### src/rtl/fifo_ro_pkg.sv
// Shared sizing helpers and types for the registered-output FIFO.
package fifo_ro_pkg;

   // Kind of transfer happening at an edge, encoded as {write, read}.
   typedef enum logic [1:0] {
      XFER_NONE = 2'b00,
      XFER_RD   = 2'b01,
      XFER_WR   = 2'b10,
      XFER_BOTH = 2'b11
   } xfer_e;

   // Pointer width: enough bits to address depth words, at least one bit.
   function automatic int ptr_w(input int depth);
      int w;
      w = $clog2(depth);
      return (w < 1) ? 1 : w;
   endfunction

   // Occupancy width: must represent 0..depth inclusive.
   function automatic int cnt_w(input int depth);
      return $clog2(depth + 1);
   endfunction

   // Advance a pointer, wrapping explicitly so non-power-of-two depths work.
   function automatic int unsigned next_ptr(input int unsigned ptr,
                                            input int unsigned depth);
      return (ptr == depth - 1) ? 32'd0 : ptr + 32'd1;
   endfunction

endpackage

### src/rtl/fifo_ro_mem.sv
// Register array for the FIFO: one synchronous write port, one
// asynchronous read port. The read port drives the FIFO head directly.
module fifo_ro_mem
   import fifo_ro_pkg::*;
#(
   parameter int dw    = 16,
   parameter int depth = 8,
   parameter int aw    = ptr_w(depth)
) (
   input  logic          clk,
   input  logic          wr_en,
   input  logic [aw-1:0] wr_addr,
   input  logic [dw-1:0] wr_data,
   input  logic [aw-1:0] rd_addr,
   output logic [dw-1:0] rd_data
);

   logic [dw-1:0] mem [depth];

   // Store the incoming word at the write address on each accepted write.
   // NOTE: storage has no reset on purpose; occupancy guards every read, so
   // stale contents are never observed as valid and the array stays plain flops.
   // NOTE: sequential state uses non-blocking assignments so every flop samples
   // pre-edge values, independent of statement order between processes.
   always_ff @(posedge clk) begin
      if (wr_en) begin
         mem[wr_addr] <= wr_data;
      end
   end

   assign rd_data = mem[rd_addr];

endmodule

### src/rtl/fifo_ro_norm.sv
// Synchronous FIFO with req/ack handshakes on both sides and registered
// output: d_out always comes from storage, never from d_in.
// Optional occupancy output enabled by defining FIFO_RO_COUNT_EN.
// Reset (rstn) is synchronous and active-high despite its name.
module fifo_ro_norm
   import fifo_ro_pkg::*;
#(
   parameter int dw = 16,
   parameter int L  = 8
) (
   input  logic          clk,
   input  logic          rstn,
   input  logic [dw-1:0] d_in,
   input  logic          req_in,
   output logic          ack_in,
   output logic [dw-1:0] d_out,
   output logic          req_out,
   input  logic          ack_out
`ifdef FIFO_RO_COUNT_EN
   ,
   output logic [cnt_w(L)-1:0] count
`endif
);

   localparam int PW = ptr_w(L);
   localparam int CW = cnt_w(L);
   localparam logic [CW-1:0] OCC_FULL = CW'(L);

   logic [PW-1:0] wr_ptr;
   logic [PW-1:0] rd_ptr;
   logic [CW-1:0] occ;
   logic [CW-1:0] occ_nxt;
   logic          wr_fire;
   logic          rd_fire;
   xfer_e         xfer;

   // Handshake outputs decode registered occupancy only, so neither side sees
   // a combinational path from the other; a read at full frees space only
   // after the edge.
   assign ack_in  = (occ != OCC_FULL);
   assign req_out = (occ != '0);

   assign wr_fire = req_in & ack_in;
   assign rd_fire = req_out & ack_out;
   assign xfer    = xfer_e'({wr_fire, rd_fire});

   // Next occupancy: count up on write only, down on read only, hold otherwise.
   // NOTE: the default assignment first keeps every path assigned, so no latch
   // is inferred when no case arm matches.
   always_comb begin
      occ_nxt = occ;
      case (xfer)
         XFER_WR: occ_nxt = occ + CW'(1);
         XFER_RD: occ_nxt = occ - CW'(1);
         default: occ_nxt = occ;
      endcase
   end

   // Pointer and occupancy registers; reset wins over any transfer at the edge.
   always_ff @(posedge clk) begin
      if (rstn) begin
         wr_ptr <= '0;
         rd_ptr <= '0;
         occ    <= '0;
      end else begin
         if (wr_fire) begin
            wr_ptr <= PW'(next_ptr(32'(wr_ptr), unsigned'(L)));
         end
         if (rd_fire) begin
            rd_ptr <= PW'(next_ptr(32'(rd_ptr), unsigned'(L)));
         end
         occ <= occ_nxt;
      end
   end

   fifo_ro_mem #(
      .dw    (dw),
      .depth (L),
      .aw    (PW)
   ) u_mem (
      .clk     (clk),
      .wr_en   (wr_fire),
      .wr_addr (wr_ptr),
      .wr_data (d_in),
      .rd_addr (rd_ptr),
      .rd_data (d_out)
   );

`ifdef FIFO_RO_COUNT_EN
   assign count = occ;
`endif

endmodule

### config.mk
export PLATFORM = sky130hd
export DESIGN_NAME = fifo_ro_norm
export DESIGN_NICKNAME = d
export VERILOG_FILES = /design/src/rtl/fifo_ro_pkg.sv /design/src/rtl/fifo_ro_mem.sv /design/src/rtl/fifo_ro_norm.sv
export SDC_FILE = /design/constraint.sdc
export NUM_CORES = 1
export LEC_CHECK = 0
export BUFFER_PORTS_ARGS = -buffer_cell sky130_fd_sc_hd__buf_4
export CORE_MARGIN = 2
export CORE_UTILIZATION = 54
export DETAILED_ROUTE_END_ITERATION = 12
export GPL_ROUTABILITY_DRIVEN = 0
export HOLD_SLACK_MARGIN = 0.08
export PLACE_DENSITY = 0.84
export SETUP_SLACK_MARGIN = 0.1
export SYNTH_ARGS = -nofsm -noshare
export SYNTH_HDL_FRONTEND = slang
export SYNTH_SLANG_ARGS = --single-unit
### constraint.sdc
create_clock -name clk -period 2.8 [get_ports clk]
set_input_delay 0.56 -clock clk [delete_from_list [all_inputs] [get_ports clk]]
set_output_delay 0.56 -clock clk [all_outputs]
set_load 0.01 [all_outputs]
==> impl_metrics.ini, run 1 <==
[setup_path]
cp-start-kind = register
reg2reg_to = occ[2]
crit_fanout = 8
crit_path_end_kind = output port
worst-setup-path-type = register to output port
worstRegToRegCells = 10
rrSetupSlack_ps = 230
crit_arrival_ps = 2150
worstPathRequired_ps = 2240
reg2reg_from = occ[1]

[power_and_ir_drop]
p_per_area_nw_per_um2 = 939
power_mw = 6.37
worst_ir_drop_vdd_v = 0.000519
p_leak_nw = 2.30

[sta]
fmax_ghz = 0.369
fin_crit_ps = 2710
relSlewSlack = 0.363
fin_worst_skew_ps = 10.2
post-route-period-util = 0.968
fin_tns_setup_ps = 0
drv_slew = 0
timing.final.hold_violations = 0
rsz0062_at_grt = yes
setup_violations = 0
worst_slew_pin_slew_ps = 953

[die]
rows = 37
io_pins = 38
die_w_um = 106
die_area_um2 = 11300
die_y_um = 106
core-area_um2 = 10200
start_util = 0.551

[place]
dpl.hpwl_mm = 5.81
io_buffers = 37

[synth]
ys_warn_count = 0
yosys_most_used_dff = edfxtp_1
synth_nets = 289
syn-cell-area_um2 = 5640
synthArstFlopShare = 0
synth_edf_count = 128
syn_area_per_cell_um2 = 21.5
ys_types = 31
ys_seq_area_frac = 0.728
synth_seq_cells = 141
synthCells = 262

[clocking]
worst_skew_pair.late_latency_ps = 530
clockRootBuffer = clkbuf_8
cts_tree = yes
cts_buffers = 17
clk_pin_slew_ps = 60
htreeDepth = 4
cts_max_path_buffers = 2
clock_sinks = 141

[worst_hold_path]
min_to = u_mem.mem[5][15]
holdCritPathClass = input pin to register
holdPathStages = 1
min-delay-start = d_in[15]

[routing]
vias_per_cell = 5.89
wl_per_cell_um = 24.0
drc = 0
num_vias = 2773
routed_wl_mm = 11.3
drt_iter0_markers = 296
ant_nets = 0
drt_first_pass_iters = 5

[grt]
antenna_found_initial = 0
grt_pass1_vias = 2869
grt_overflow = 0
grtUsageTotal = 0.213
grt_pass1_wl_mm = 16.6
grt_max_degree = 33

[finish]
area_delta_synth_final_pct = 20.3
nets = 350
final_layout_size_suffix_gt1_frac = 0.430
fin_util = 0.663
antenna_cells = 0

[job]
cap_violations = 0

[outcome]
status = complete, no violations
## layout by cell type (no fill, tap or decap), types with 2 or more instances in the layout
| master | n |
|---|---|
| clkbuf_16 | 17 |
| ha_1 | 7 |
| buf_6 | 9 |
| clkinv_1 | 4 |
| mux4_2 | 31 |
| buf_16 | 2 |
| dfxtp_1 | 12 |
| mux2_4 | 8 |
| nand2_1 | 8 |
| clkinv_2 | 3 |
| nor3_2 | 4 |
| clkinv_4 | 3 |
| xor2_1 | 3 |
| edfxtp_1 | 128 |
| bufinv_16 | 4 |
| a21oi_2 | 3 |
| or3_1 | 3 |
| mux2_2 | 10 |
| nand2b_1 | 2 |
| nand3_1 | 5 |
| buf_4 | 41 |
| nor2_1 | 6 |
| a21oi_1 | 5 |
## cells by family after synthesis
logic type,count (synthesis),share of synthesized area
adder cells (fa/ha/maj),7,0.0155
multiplexers,51,0.183
AO/OA/AOI/OAI,11,0.0131
buffers and inverters,13,0.0202
XOR/XNOR,3,0.00466
flip-flops,141,0.728
AND/OR/NAND/NOR,36,0.0355
## synthesized netlist by cell type, types with 2 or more instances
cell type  number  share of area
edfxtp_1      128           0.68
mux4_1         27           0.13
mux2_2         18          0.036
dfxtp_1        13          0.046
nand2_1         9         0.0060
ha_1            7          0.016
nor2_1          6         0.0040
a21oi_1         5         0.0044
mux4_2          5          0.020
nand3_1         5         0.0044
nor3_1          5         0.0044
a21oi_2         3         0.0047
buf_1           3         0.0020
buf_12          3          0.011
clkbuf_1        3         0.0020
or3_1           3         0.0033
xor2_1          3         0.0047
buf_6           2         0.0040
nand2b_1        2         0.0022
## cell type report
cell class | instances | area [um2]
flip-flops and latches | 141 | 4110
fillers | 664 | 3450
multi-input cells | 108 | 1400
repair buffers | 54 | 509
clock buffers | 17 | 414
clock inverters | 14 | 176
well taps | 136 | 170
inverters | 1 | 3.75
## per-stage QoR
step                      hold slack [ps]  area (um2)  std cells  setup slack [ps]
final                                 266        6780        471              90.1
after global routing                  247        6780        471              42.5
after CTS                             249        6780        470              48.6
after detailed placement              492        6130        437               138
after global placement                475        6130        437               247
after floorplan                       454        5650        262               363
## layer usage
| layer | global-route usage | up-vias | wire length, um |
|---|---|---|---|
| li1 | - | 1207 | - |
| met1 | 0.264 | 1417 | 4300 |
| met2 | 0.356 | 128 | 5900 |
| met3 | 0.0632 | 21 | 853 |
| met4 | 0.0846 | 0 | 272 |
| met5 | 0 | - | 0 |
## state kept, by name, indices dropped and copies added, names as in the netlist, named ones only
signal / flops
u_mem.mem: 128
occ: 4
rd_ptr: 3
wr_ptr: 3
## how the worst max path moves through the flow
stage	to	slack (ps)	cells after the start	start
floorplan	occ[3]	360	9	occ[1]
global placement	occ[3]	250	7	occ[1]
detailed placement	occ[3]	140	7	occ[1]
CTS	d_out[1]	50	4	register
global route	d_out[4]	40	4	register
finish	d_out[4]	90	4	register
## where the power goes
part	internal, mW	total, mW	switching (mW)	leakage (nW)
logic	0.890	1.56	0.668	0.743
registers	2.45	2.57	0.117	1.27
clock network	1.43	2.24	0.814	0.291
total	4.77	6.37	1.60	2.30
## critical path, cell delays in order, from the launching register on
cell and delay [ps]:
dfxtp_4 450, clkbuf_16 210, mux4_2 540, mux2_4 300, buf_6 120
## what timing repair did
item,in CTS,in global routing
gates cloned,2,1
endpoints found under the setup margin,16,18
gates resized for setup,5,45
hold buffers,0,0
setup buffers,0,0
Power figures use the tool's default switching activity.
==> inputs of run 2 (changes only) <==
CTS_CLUSTER_SIZE = 10   (was unset)
PLACE_DENSITY = 0.72   (was 0.84)
==> run 2 against run 1 <==
Effect of this change:
- register-to-register slack hardly changed
- sequential power is essentially flat
- total power fell by 7.6%
- critical path depth stayed put
- largest power group unchanged
- via count decreased by 3.0%
- non-clock buffer count fell by 3
- die area unchanged
- hold slack gained 21 ps
- critical path type unchanged
- maximum frequency increased by 1.1%
- count of clock-buffer cells in the layout up 2
- clock skew shrank 4.9 ps
==> impl_metrics.ini, run 2 (synthesis gave the netlist of run 1 again) <==
[grt]
grtUsageTotal = 0.190
grt_max_degree = 33
grt_overflow = 0
grt_pass1_wl_mm = 15.2
antenna_found_initial = 0
grt_pass1_vias = 2738

[die]
rows = 37
io_pins = 38
core-area_um2 = 10200
die_area_um2 = 11300
die_y_um = 106
start_util = 0.551
die_w_um = 106

[routing]
routed_wl_mm = 9.94
drt_first_pass_iters = 4
ant_nets = 0
vias_per_cell = 5.74
num_vias = 2690
wl_per_cell_um = 21.2
drc = 0
drt_iter0_markers = 293

[finish]
max_flop_register = u_mem.mem
fin_util = 0.655
antenna_cells = 0
area_delta_synth_final_pct = 18.7
final_layout_size_suffix_gt1_frac = 0.360
layout_common_cells = 128 x edfxtp_1, 49 x buf_4, 25 x mux4_1
top_regs = u_mem.mem x128, occ x4
final_common_cell = edfxtp_1
nets = 347
largest_reg_flops = 128

[outcome]
status = complete, no violations

[setup_path]
cp-start-kind = register
crit_fanout = 13
crit_arrival_ps = 2120
crit_path_end_kind = output port
worstPathRequired_ps = 2240
worst-setup-path-type = register to output port

[power_and_ir_drop]
worst_ir_drop_vdd_v = 0.000531
power_mw = 5.88
p_leak_nw = 2.29
p_per_area_nw_per_um2 = 878

[sta]
relSlewSlack = 0.503
timing.final.hold_violations = 0
fin_crit_ps = 2680
fin_worst_skew_ps = 5.32
setup_violations = 0
rsz0062_at_grt = yes
fin_ws_ps = 120
fmax_ghz = 0.373
fin_hold_ws_ps = 287
post-route-period-util = 0.957
worst_slew_pin_slew_ps = 742
drv_slew = 0
fin_tns_setup_ps = 0

[worst_hold_path]
holdCritPathClass = input pin to register

[clocking]
worst_skew_pair.late_latency_ps = 500
cts_tree = yes
cts_max_path_buffers = 2
hold_buffers = 0
clk_pin_slew_ps = 60
clock_sinks = 141
cts_buffers = 17
htreeDepth = 4
clockRootBuffer = clkbuf_8

[place]
pre_cts_ws_ps = 171
dpl.hpwl_mm = 5.69
io_buffers = 37

[job]
cap_violations = 0
-- run 2: area by class of cell --
cell class	count	area [um2]
multi-input combinational	108	1460
clock buffer	19	422
fill	670	3530
timing repair buffer	51	415
inverter	1	3.75
tap	136	170
sequential	141	4110
clock inverter	13	115
-- run 2: power breakdown --
| part | leakage (nW) | internal (mW) | total (mW) | switching (mW) |
|---|---|---|---|---|
| clock | 0.267 | 1.18 | 2.00 | 0.820 |
| combinational | 0.758 | 0.742 | 1.34 | 0.595 |
| sequential | 1.27 | 2.45 | 2.54 | 0.0922 |
| total | 2.29 | 4.37 | 5.88 | 1.51 |
-- run 2: final timing paths --
kind / cells past startpoint / end / slack (ps) / start
worst min register to register: 2 / register / 490 / rd_ptr[1]
worst max-delay path: 4 / d_out[3] / 120 / register
worst min-delay path: 1 / u_mem.mem[5][8] / 290 / d_in[8]
worst max register to register: 10 / occ[2] / 240 / occ[1]
-- run 2: stage by stage --
step	std cells	cell area (um2)
6_report	469	6700
3_3_place_gp	435	6120
5_1_grt	469	6700
4_1_cts	469	6690
3_5_place_dp	435	6120
2_1_floorplan	262	5650
-- run 2: per-layer routing --
| layer | wire [um] | part of all wire | up-vias | track usage |
|---|---|---|---|---|
| li1 | - | - | 1219 | - |
| met1 | 4300 | 0.43 | 1381 | 0.256 |
| met2 | 5040 | 0.51 | 81 | 0.307 |
| met3 | 509 | 0.051 | 9 | 0.0392 |
| met4 | 89 | 0.0090 | 0 | 0.0771 |
| met5 | 0 | 0 | - | 0 |
-- run 2: timing repair --
| item | in CTS | in global routing |
|---|---|---|
| endpoints found under the hold margin | 0 | 0 |
| setup buffers | 1 | 0 |
| resized for setup | 2 | 5 |
| gates cloned | 1 | 0 |
| setup endpoints to repair | 13 | 15 |
-- run 2: worst max-delay path: stages (launching register included) --
cell	delay, ps
dfxtp_4	410
buf_12	180
mux4_1	560
mux2_2	310
buf_4	150
==> inputs of run 3 (changes only) <==
CORE_UTILIZATION = 50   (was 54)
PLACE_DENSITY = 0.68   (was 0.72)
==> run 3 against run 2 <==
Effect of this change:
- critical endpoint is now occ[3]
- via count fell by 1.2%
- flip-flop and latch count did not move
- cell area rose by 1.6%
- core utilization fell by 3.3 points
- sequential power barely moved
- register-to-register slack got worse by 50 ps
- maximum frequency rose by 2.7%
- count of clock-buffer cells in the layout fell by 2
- non-clock buffer count rose by 1
- cell count rose by 1.1%
- die area rose by 7.7%
- sequential share of layout area fell by 0.95 points
- highest routed layer unchanged
==> impl_metrics.ini, run 3 (synthesis gave the netlist of run 1 again) <==
[finish]
fin_util = 0.622
max_flop_register = u_mem.mem
antenna_cells = 0
largest_reg_flops = 128
nets = 348
area_delta_synth_final_pct = 20.6
final_layout_size_suffix_gt1_frac = 0.353
layout_common_cells = 128 x edfxtp_1, 49 x buf_4, 27 x mux4_1
final_common_cell = edfxtp_1
top_regs = u_mem.mem x128, occ x4

[setup_path]
cp_num_buf_inv = 1
cp_cell_sequence = or4_4 -> nand2_1 -> inv_1 -> ha_1 -> nor4b_1 -> a41oi_1 -> o41ai_1 -> mux2_2
crit_arrival_ps = 2920
cp_slowest_cell = or4_4
worst-setup-path-type = register to register
path_delay_family = simple AND/OR/NAND/NOR gates
worstPathRequired_ps = 3110
rrSetupSlack_ps = 190
cp-start-kind = register
cp_slowest_stage_delay_ps = 580
crit_fanout = 7
crit_path_end_kind = register

[routing]
drt_iter0_markers = 191
num_vias = 2658
wl_per_cell_um = 21.0
routed_wl_mm = 9.94
vias_per_cell = 5.61
drt_first_pass_iters = 4
drc = 0
ant_nets = 0

[die]
rows = 38
die_y_um = 110
start_util = 0.516
io_pins = 38
die_w_um = 110
die_area_um2 = 12100
core-area_um2 = 10900

[power_and_ir_drop]
p_sw_mw = 1.54
p_seq_frac = 0.408
p_clk_frac = 0.382
power.internal_mw = 4.68
combPwrFrac = 0.210
p_sw_frac = 0.248
p_leak_nw = 2.34
p_per_area_nw_per_um2 = 914
worst_ir_drop_vdd_v = 0.000400

[job]
cap_violations = 0

[sta]
post-route-period-util = 0.932
fin_crit_ps = 2610
rsz0062_at_grt = yes
relSlewSlack = 0.374
fin_worst_skew_ps = 7.80
setup_violations = 0
worst_slew_pin_slew_ps = 935
drv_slew = 0
timing.final.hold_violations = 0
fmax_ghz = 0.383
fin_tns_setup_ps = 0

[clocking]
cts_tree = yes
clock_sinks = 141
htreeDepth = 4
cts_buffers = 17
cts_max_path_buffers = 2
clk_pin_slew_ps = 60
hold_buffers = 0
worst_skew_pair.late_latency_ps = 410
clockRootBuffer = clkbuf_16

[place]
dpl.hpwl_mm = 5.71
io_buffers = 37

[outcome]
status = complete, no violations

[grt]
grt_pass1_wl_mm = 14.7
grtUsageTotal = 0.176
grt_pass1_vias = 2671
grt_overflow = 0
antenna_found_initial = 0
grt_max_degree = 33

[worst_hold_path]
holdCritPathClass = input pin to register
## run 3: cell types whose count changed in the layout (fill, tap and decap cells not counted), moves of 2 or more
cell,change
clkinv_2,-5
bufinv_16,+3
clkbuf_1,-2
inv_6,+2
mux4_1,+2
mux4_2,-2
## run 3: worst paths after layout
path                                start               end  cells after the start
worst max-delay path               occ[1]            occ[3]                      8
worst min register to register  rd_ptr[1]          register                      2
worst min-delay path             d_in[13]  u_mem.mem[2][13]                      1
worst max register to register     occ[1]            occ[3]                      8
## run 3: layout make-up
| class | instances | area [um2] |
|---|---|---|
| clock buffers | 17 | 425 |
| clock inverters | 15 | 209 |
| fillers | 765 | 4130 |
| inverters | 1 | 3.75 |
| multi-input cells | 108 | 1460 |
| flip-flops and latches | 141 | 4110 |
| well taps | 140 | 175 |
| repair buffers | 52 | 419 |
## run 3: routing by layer
layer,part of all wire,global-route usage
met5,0,0
met2,0.51,0.293
met3,0.035,0.0488
met4,0.017,0.0777
met1,0.44,0.218
## run 3: timing repair
| item | 4_1_cts | 5_1_grt |
|---|---|---|
| buffers inserted | 0 | 2 |
| endpoints found under the setup margin | 13 | 11 |
| pin swaps | 0 | 0 |
| resized for setup | 2 | 1 |
## run 3: metrics by stage
stage / power, mW / area [um2] / hold WS, ps / cells / setup slack [ps]
floorplan: 3.49 / 5650 / 454 / 262 / 363
global placement: 3.83 / 6140 / 476 / 440 / 198
detailed placement: 3.86 / 6140 / 482 / 440 / 139
CTS: 6.25 / 6780 / 364 / 472 / 109
global route: 6.45 / 6800 / 367 / 474 / 55.8
finish: 6.22 / 6800 / 376 / 474 / 191
## run 3: power groups by stage
stage	Combinational, mW	Clock (mW)	Sequential (mW)
after floorplan	0.947	0	2.54
after global placement	1.25	0	2.59
after detailed placement	1.27	0	2.59
after CTS	1.28	2.41	2.56
after global routing	1.41	2.49	2.55
final	1.30	2.38	2.54
